`config.mk`:
```
export PLATFORM = sky130hd
export DESIGN_NAME = chebyshev_clenshaw_ctrl
export DESIGN_NICKNAME = d
export VERILOG_FILES = /design/src/rtl/chebyshev_clenshaw_ctrl.sv
export SDC_FILE = /design/constraint.sdc
export NUM_CORES = 1
export LEC_CHECK = 0
export CORE_MARGIN = 3
export CORE_UTILIZATION = 63
export CTS_BUF_LIST = sky130_fd_sc_hd__clkbuf_16
export DETAILED_ROUTE_END_ITERATION = 8
export GPL_ROUTABILITY_DRIVEN = 0
export PLACE_DENSITY = 0.88
export SLEW_MARGIN = 40
export SYNTH_ARGS = -nofsm -noshare
export SYNTH_HDL_FRONTEND = slang
export SYNTH_SLANG_ARGS = --single-unit
```
`constraint.sdc`:
```
create_clock -name clk -period 9.8 [get_ports clk]
set_input_delay 0.98 -clock clk [delete_from_list [all_inputs] [get_ports clk]]
set_output_delay 0.98 -clock clk [all_outputs]
set_load 0.01 [all_outputs]
```
`src/rtl/chebyshev_clenshaw_ctrl.sv`:
```
// Clenshaw-recurrence sequencer for Chebyshev series on one shared MAC path.
// Optional sticky overflow output is enabled with the CHEB_OVF_FLAG_EN macro.
`timescale 1ns/1ps

module chebyshev_saturation #(
  parameter int WL                    = 16,
  parameter int I_BITS                = 6,
  parameter int BOUNDARY_BIT_POSITION = 3,
  localparam int O_BITS               = WL - (I_BITS - BOUNDARY_BIT_POSITION)
) (
  input  logic [WL-1:0]     x_i,
  output logic [O_BITS-1:0] y_o
);
  logic [WL-O_BITS:0] hi;
  logic               in_range;

  assign hi       = x_i[WL-1:O_BITS-1];
  assign in_range = (hi == '0) || (hi == '1);

  always_comb begin
    if (in_range)      y_o = x_i[O_BITS-1:0];
    else if (x_i[WL-1]) y_o = {1'b1, {(O_BITS-1){1'b0}}};
    else               y_o = {1'b0, {(O_BITS-1){1'b1}}};
  end
endmodule

module chebyshev_clenshaw_ctrl #(
  parameter int WL                    = 16,
  parameter int I_BITS                = 6,
  parameter int BOUNDARY_BIT_POSITION = 3,
  parameter int MAX_DEG               = 15,
  localparam int ADDR_W               = $clog2(MAX_DEG + 1)
) (
  input  logic              clk,
  input  logic              rst_n,
  input  logic              in_valid,
  output logic              in_ready,
  input  logic [WL-1:0]     x_in,
  input  logic [ADDR_W-1:0] degree_in,
  output logic              coeff_rd,
  output logic [ADDR_W-1:0] coeff_addr,
  input  logic [WL-1:0]     coeff_data,
  output logic              out_valid,
  input  logic              out_ready,
  output logic [WL-1:0]     y_out
`ifdef CHEB_OVF_FLAG_EN
  ,
  output logic              ovf
`endif
);
  localparam int F_BITS = WL - I_BITS;
  localparam int O_BITS = WL - (I_BITS - BOUNDARY_BIT_POSITION);
  // Wide enough that 2*xs*b1 - b2 + c never wraps before saturation.
  localparam int ACC_W  = 2 * WL + 2;
  localparam logic [ADDR_W-1:0] MAX_DEG_A = ADDR_W'(MAX_DEG);

  typedef enum logic [1:0] {IDLE, FETCH, ACC, DONE} state_t;

  state_t                  state_q, state_d;
  logic [ADDR_W-1:0]       k_q, k_d;
  logic signed [WL-1:0]    xs_q, xs_d;
  logic signed [WL-1:0]    b1_q, b1_d;
  logic signed [WL-1:0]    b2_q, b2_d;
  logic [WL-1:0]           y_q, y_d;
  logic                    rdy_q;

  logic [O_BITS-1:0]       xsat;
  logic [WL-1:0]           xs_ext;
  logic [ADDR_W-1:0]       deg_c;
  logic                    accept;

  logic signed [2*WL-1:0]  xs_w, b1_w, prod;
  logic signed [ACC_W-1:0] term_raw, term_dbl, term, b2_ext, c_ext, sum;
  logic signed [WL-1:0]    t_sat;

  function automatic logic sum_ovf(input logic signed [ACC_W-1:0] s);
    return !((s[ACC_W-1:WL-1] == '0) || (s[ACC_W-1:WL-1] == '1));
  endfunction

  function automatic logic signed [WL-1:0] sat_wl(input logic signed [ACC_W-1:0] s);
    if (!sum_ovf(s)) return s[WL-1:0];
    if (s[ACC_W-1])  return {1'b1, {(WL-1){1'b0}}};
    return {1'b0, {(WL-1){1'b1}}};
  endfunction

  chebyshev_saturation #(
    .WL(WL), .I_BITS(I_BITS), .BOUNDARY_BIT_POSITION(BOUNDARY_BIT_POSITION)
  ) u_sat (
    .x_i (x_in),
    .y_o (xsat)
  );

  assign xs_ext = {{(WL-O_BITS){xsat[O_BITS-1]}}, xsat};
  assign deg_c  = (degree_in > MAX_DEG_A) ? MAX_DEG_A : degree_in;
  assign accept = (state_q == IDLE) && in_valid && rdy_q;

  // Shared MAC: full-width product, doubled except for the final term, floor-realigned.
  assign xs_w     = {{WL{xs_q[WL-1]}}, xs_q};
  assign b1_w     = {{WL{b1_q[WL-1]}}, b1_q};
  assign prod     = xs_w * b1_w;
  assign term_raw = {{(ACC_W-2*WL){prod[2*WL-1]}}, prod};
  assign term_dbl = (k_q != '0) ? (term_raw <<< 1) : term_raw;
  assign term     = term_dbl >>> F_BITS;
  assign b2_ext   = {{(ACC_W-WL){b2_q[WL-1]}}, b2_q};
  assign c_ext    = {{(ACC_W-WL){coeff_data[WL-1]}}, coeff_data};
  assign sum      = term - b2_ext + c_ext;
  assign t_sat    = sat_wl(sum);

  always_comb begin
    state_d = state_q;
    k_d     = k_q;
    xs_d    = xs_q;
    b1_d    = b1_q;
    b2_d    = b2_q;
    y_d     = y_q;
    case (state_q)
      IDLE: begin
        if (accept) begin
          xs_d    = xs_ext;
          k_d     = deg_c;
          b1_d    = '0;
          b2_d    = '0;
          state_d = FETCH;
        end
      end
      FETCH: state_d = ACC;
      ACC: begin
        b2_d = b1_q;
        b1_d = t_sat;
        if (k_q == '0) begin
          y_d     = t_sat;
          state_d = DONE;
        end else begin
          k_d     = k_q - ADDR_W'(1);
          state_d = FETCH;
        end
      end
      DONE: if (out_ready) state_d = IDLE;
      default: state_d = IDLE;
    endcase
  end

  always_ff @(posedge clk or negedge rst_n) begin
    if (!rst_n) begin
      state_q <= IDLE;
      k_q     <= '0;
      xs_q    <= '0;
      b1_q    <= '0;
      b2_q    <= '0;
      y_q     <= '0;
      rdy_q   <= 1'b0;
    end else begin
      state_q <= state_d;
      k_q     <= k_d;
      xs_q    <= xs_d;
      b1_q    <= b1_d;
      b2_q    <= b2_d;
      y_q     <= y_d;
      rdy_q   <= (state_d == IDLE);
    end
  end

  // k only moves on acceptance or on entry to FETCH, so it doubles as the held address.
  assign in_ready   = rdy_q;
  assign coeff_rd   = (state_q == FETCH);
  assign coeff_addr = k_q;
  assign out_valid  = (state_q == DONE);
  assign y_out      = y_q;

`ifdef CHEB_OVF_FLAG_EN
  logic flag_q, flag_d;
  logic ovf_q, ovf_d;
  logic x_clamp;

  assign x_clamp = (xs_ext != x_in);

  always_comb begin
    flag_d = flag_q;
    ovf_d  = ovf_q;
    if (accept) begin
      flag_d = x_clamp;
      ovf_d  = 1'b0;
    end else if (state_q == ACC) begin
      flag_d = flag_q | sum_ovf(sum);
      if (k_q == '0) ovf_d = flag_d;
    end
  end

  always_ff @(posedge clk or negedge rst_n) begin
    if (!rst_n) begin
      flag_q <= 1'b0;
      ovf_q  <= 1'b0;
    end else begin
      flag_q <= flag_d;
      ovf_q  <= ovf_d;
    end
  end

  assign ovf = ovf_q;
`endif

endmodule
```
# Word level (Yosys, flattened, before mapping)
# Cells that the tools add are included.
[word_totals] reg_bits=68 in_bits=40
[classes] n_eq_ne=7 mux=21 n_reduce_logical=15 n_lt_le_gt_ge=1 multipliers=1 add_sub_neg=3
[ops] op="$mux W16" n=5
[ops] op="$pmux W16 S2" n=2
[ops] op="$mul A13 B16 Y29" n=1
[ops] op="$mux W29" n=1
[ops] op="$mux W13" n=2
[ops] op="$add A21 B16 Y22" n=1
[ops] op="$sub A20 B16 Y21" n=1
[ops] op="$eq A19 B19 Y1 const B" n=1
[ops] op="$logic_not A19 Y1" n=1
[ops] op="$mux W4" n=3
[ops] op="$logic_not A4 Y1" n=2
[ops] op="$pmux W2 S4" n=1
[ops] op="$pmux W4 S2" n=1
[ops] op="$mux W2" n=3
[ops] op="$reduce_and A2 Y1" n=3
[ops] op="$eq A2 B2 Y1 const B" n=2
[ops] op="$eq A4 B4 Y1 const B" n=1
[ops] op="$gt A4 B4 Y1 const B" n=1
[ops] op="$logic_not A2 Y1" n=2
[ops] op="$ne A2 B2 Y1 const B" n=2
[ops] op="$reduce_bool A4 Y1" n=1
[ops] op="$sub A4 B1 Y4 const B" n=1
[ops] op="$mux W1" n=3
[ops] op="$reduce_and A3 Y1" n=1
[ops] op="other kinds (4)" n=6

# Depth between registers and ports, before layout
[logic_depth] ltp_word=11 ltp_mapped=37 depth_no_buf=33

# Modules after synthesis
# From an unflattened synthesis, not the netlist that was laid out.
[unflattened] cells_unflattened=1456 hier_area_um2=12673.4
[modules_own_cells] module="chebyshev_clenshaw_ctrl" cells_each=1412 area_per_inst_um2=12360.6 instances=1
[modules_own_cells] module="chebyshev_saturation" cells_each=44 area_per_inst_um2=312.8 instances=1

# Least setup slack after synthesis
# OpenSTA, ideal clock, no wires.
[synth_timing] path_kind="reg2reg" start="register xs_q[4]" end="register b1_q[5]" path_buffers=3 slack_ps=755 path_stages_with_launch=31 required_ps=9671 arrival_ps=8917 cell_sequence="dfrtp_1 clkbuf_1 clkbuf_1 nand2_1 fa_1 fa_1 inv_1 fa_1 fa_1 fa_1 fa_1 ha_1 and3_1 a221oi_1 o22a_1 a211oi_1 or3_1 o31a_1 or2_2 a21oi_1 a311oi_1 fa_1 ha_1 or2_2 a21o_1 a221o_1 a2111oi_4 nand3_2 and2_4 buf_6 a2111o_1"
[synth_via] elab_chain_cells=9 elab_cells_between_ends=15 classes_between="add/sub: 2; mul: 1; eq/ne: 1; mux: 9; reduce/logical: 2"
[synth_lines] element="start: declaration" line_no="61" rtl="logic signed [WL-1:0] xs_q, xs_d;"
[synth_lines] element="start signal: assignment" line_no="155" rtl="xs_q <= xs_d;"
[synth_lines] element="$mul A13 B16 Y29 (*)" line_no="100" rtl="assign prod = xs_w * b1_w;"
[synth_lines] element="$mux W29" line_no="102" rtl="assign term_dbl = (k_q != '0) ? (term_raw <<< 1) : term_raw;"
[synth_lines] element="$sub A20 B16 Y21 (*)" line_no="106" rtl="assign sum = term - b2_ext + c_ext;"
[synth_lines] element="$add A21 B16 Y22 (*)" line_no="106"
[synth_lines] element="$eq A19 B19 Y1 (tied with other cells)" line_no="77" rtl="return !((s[ACC_W-1:WL-1] == '0) || (s[ACC_W-1:WL-1] == '1));"
[synth_lines] element="$logic_or A1 B1 Y1 (tied with other cells)" line_no="77"
[synth_lines] element="$mux W1 / $mux W16 (equally long branches)" line_no="81, 83"
[synth_lines] element="$mux W16 (*)" line_no="82" rtl="if (s[ACC_W-1]) return {1'b1, {(WL-1){1'b0}}};"
[synth_lines] element="$pmux W16 S2 (*)" line_no="116" rtl="case (state_q)"
[synth_lines] element="end signal: assignment" line_no="148" rtl="b1_q <= '0;"
[synth_lines] element="end signal: assignment" line_no="156" rtl="b1_q <= b1_d;"
[synth_lines] element="end: declaration" line_no="62" rtl="logic signed [WL-1:0] b1_q, b1_d;"
# Mark *: on every way between the ends. The rest lies on a longest branch, timed or not. The select of a mux whose other input is x is not followed.
# A chain may end at the register's enable or synchronous reset.

# Final worst setup path
[layout_timing] start="register b1_q[8]" end="register b1_q[5]"
[layout_via] elab_chain_cells=9 elab_cells_between_ends=15 classes_between="add/sub: 2; mul: 1; eq/ne: 1; mux: 9; reduce/logical: 2"
[layout_lines] element="$mul A13 B16 Y29 (*)" line_no="100"
[layout_lines] element="$mux W29" line_no="102"
[layout_lines] element="$sub A20 B16 Y21 (*)" line_no="106"
[layout_lines] element="$add A21 B16 Y22 (*)" line_no="106"
[layout_lines] element="$eq A19 B19 Y1 (tied with other cells)" line_no="77"
[layout_lines] element="$logic_or A1 B1 Y1 (tied with other cells)" line_no="77"
[layout_lines] element="$mux W1 / $mux W16 (equally long branches)" line_no="81, 83"
[layout_lines] element="$mux W16 (*)" line_no="82"
[layout_lines] element="$pmux W16 S2 (*)" line_no="116"
# Marked as above.

==> out/results.ini <==
[status]
status = completed

[clock_tree]
root_buffer = clkbuf_16
cts_hold_buf = 0
cts_tree = done
clock_latency_ps = 360
cts_buffer_depth = 2
clk_transition_reported_paths_ps = 70
cts_buffers = 9
clock-sinks = 68
h-tree-depth = 3

[detailed_routing]
via_per_inst = 6.04
first_iter_violations = 959
wl_per_cell_um = 19.4
antenna_left = 0
vias = 10344
dr.pass1.iters = 5
wl_um = 33300
drc = 0

[sta]
skew_ps = 10.8
finalMaxSlewViolations = 0
holdWs_ps = 487
final_hold_viol_count = 0
finalSetupViolations = 0
period_share = 0.983
max_freq_mhz = 104
min_period_ps = 9630
max_slew_margin = 0.418
worst_pin_slew_ps = 873

[synth]
ys.flop_type = dfrtp_1
yosysMostFrequentCell = inv_1
yosys.area.top_type = fa_1
ys_warn_count = 0
synth_edf_count = 0
syn_avg_cell_area_um2 = 8.83
async_flop_share = 1.00
synth.cell_area_um2 = 12200
ys_top_cells_by_count = 235 x inv_1, 214 x fa_1, 213 x nand2_1, 91 x and2_1, 91 x ha_1
synthCells = 1385
syn-num-nets = 1730
yosysTopAreaCellShare = 0.350
synth_seq_cells = 68
ys_seq_area_frac = 0.139
synth_area_leaders = fa_1 35%, dfrtp_1 14%, ha_1 9.3%
synthDistinctLibCells = 62

[cells_and_area]
areaGrowthSynthToFinish_pct = 12.0
drive_gt1_frac = 0.0770
antennaDiodeCount = 0
final_area_um2 = 13700
finalNetCount = 1794
layoutNonFillerInstCount = 1714

[worst_setup_path]
max_stage_delay_ps = 590
critPathKind = reg -> reg
crit_slowest_cell = fa_1
crit_fanout = 14
critPathLaunchType = flip-flop
crit_required_ps = 10020
end_kind = flip-flop
cpMostUsedCell = fa_1
crit_arrival_ps = 9850

[die]
rows = 50
io_pins = 63
die-area_um2 = 21100
fp.dieW_um = 145
die_y_um = 145
start_util = 0.647
coreArea_um2 = 18900

[placed_design]
placedInstanceArea_um2 = 13300
dp.cells = 1689
io_buffers = 62
dpl.hpwl_um = 25500

[global_route]
grt_max_degree = 69
grt_overflow = 0
grt_pass1_vias = 10931
met1_usage = 0.402
grtUsageMet2 = 0.532
met3_usage = 0.0420
antenna_found_initial = 0
grt_pass1_wl_um = 53900
grt_busiest_layer = met2
grt_use_total = 0.318

[worst_hold_path]
min_path_type = reg -> reg

[job]
maxCapViolCount = 0

## layer usage
metal | up-vias | part of all wire | wire length (um)
met5 | - | 0 | 0
met4 | 0 | 0.063 | 2090
met3 | 156 | 0.066 | 2200
met2 | 522 | 0.50 | 16800
met1 | 5116 | 0.37 | 12200
li1 | 4550 | - | -
## worst max-delay path, delay by kind of cell (launching register included)
family	cells	cell delay [ps]
adder cells (fa/ha/maj)	9	4240
AO/OA/AOI/OAI	10	2590
AND/OR/NAND/NOR	7	1820
flip-flops	1	580
buffers and inverters	2	250
## stage by stage
stage / TNS, ps / worst slack (ps) / utilization
finish: 0 / 168 / 0.725
global route: -91.7 / -69.2 / 0.725
CTS: 0 / 16.8 / 0.719
detailed placement: 0 / 65.2 / 0.702
global placement: 0 / 172 / 0.702
floorplan: 0 / 755 / -
## flip-flops by register name, indices dropped and copies added (netlist names)
register,count
xs_q,13
coeff_addr,4
b2_q,16
in_ready,1
y_out,16
state_q,2
b1_q,16
## cell families (layout without fill, tap and decap cells)
| family | Yosys count | in the layout | share of synthesized area |
|---|---|---|---|
| adders and majority gates | 305 | 305 | 0.443 |
| AOI/OAI and AO/OA | 240 | 240 | 0.130 |
| muxes | 4 | 4 | 0.00338 |
| buffers and inverters | 297 | 366 | 0.0927 |
| and+or+nand+nor | 436 | 436 | 0.167 |
| xor gates and xnor gates | 35 | 35 | 0.0251 |
| DFF | 68 | 68 | 0.139 |
## cell type report
class	instances	area [um^2]
repair buffers	115	1020
inverters	235	882
well taps	260	325
multi-input cells	1020	9450
clock buffers	9	225
flip-flops and latches	68	1720
fillers	1321	5190
clock inverters	7	83.8
## worst paths after layout
path / startpoint / to / slack, ps / depth (start not counted)
min in group asynchronous: rst_n / coeff_addr[3]$_DFFE_PN0P_ / 740 / 2
worst min register to register: y_out[15]$_DFFE_PN0P_ / y_out[15]$_DFFE_PN0P_ / 490 / 2
worst min-delay path: y_out[15]$_DFFE_PN0P_ / y_out[15]$_DFFE_PN0P_ / 490 / 2
worst max register to register: b1_q[8]$_DFFE_PN0P_ / b1_q[5]$_DFFE_PN0P_ / 170 / 28
max in group asynchronous: rst_n / xs_q[4]$_DFFE_PN0P_ / 8530 / 2
worst max-delay path: b1_q[8]$_DFFE_PN0P_ / b1_q[5]$_DFFE_PN0P_ / 170 / 28
## placed cells by master, fill, tap and decap left out, drive strengths merged, types with 22 or more instances in the layout
master and count:
nor2 55, fa 214, a21oi 68, and2 92, inv 238, dfrtp 68
clkdlybuf4s50 61, ha 91, o21ai 63, nor3 22, xnor2 24, buf 54
nand2 213
## repair_timing
| action | 4_1_cts | 5_1_grt |
|---|---|---|
| gates resized for setup | 0 | 22 |
| setup endpoints to repair | 0 | 30 |
| setup buffers | 0 | 9 |
Power is not shown: default switching activity piles up to over one toggle a cycle in this logic, so the estimate is an artifact.
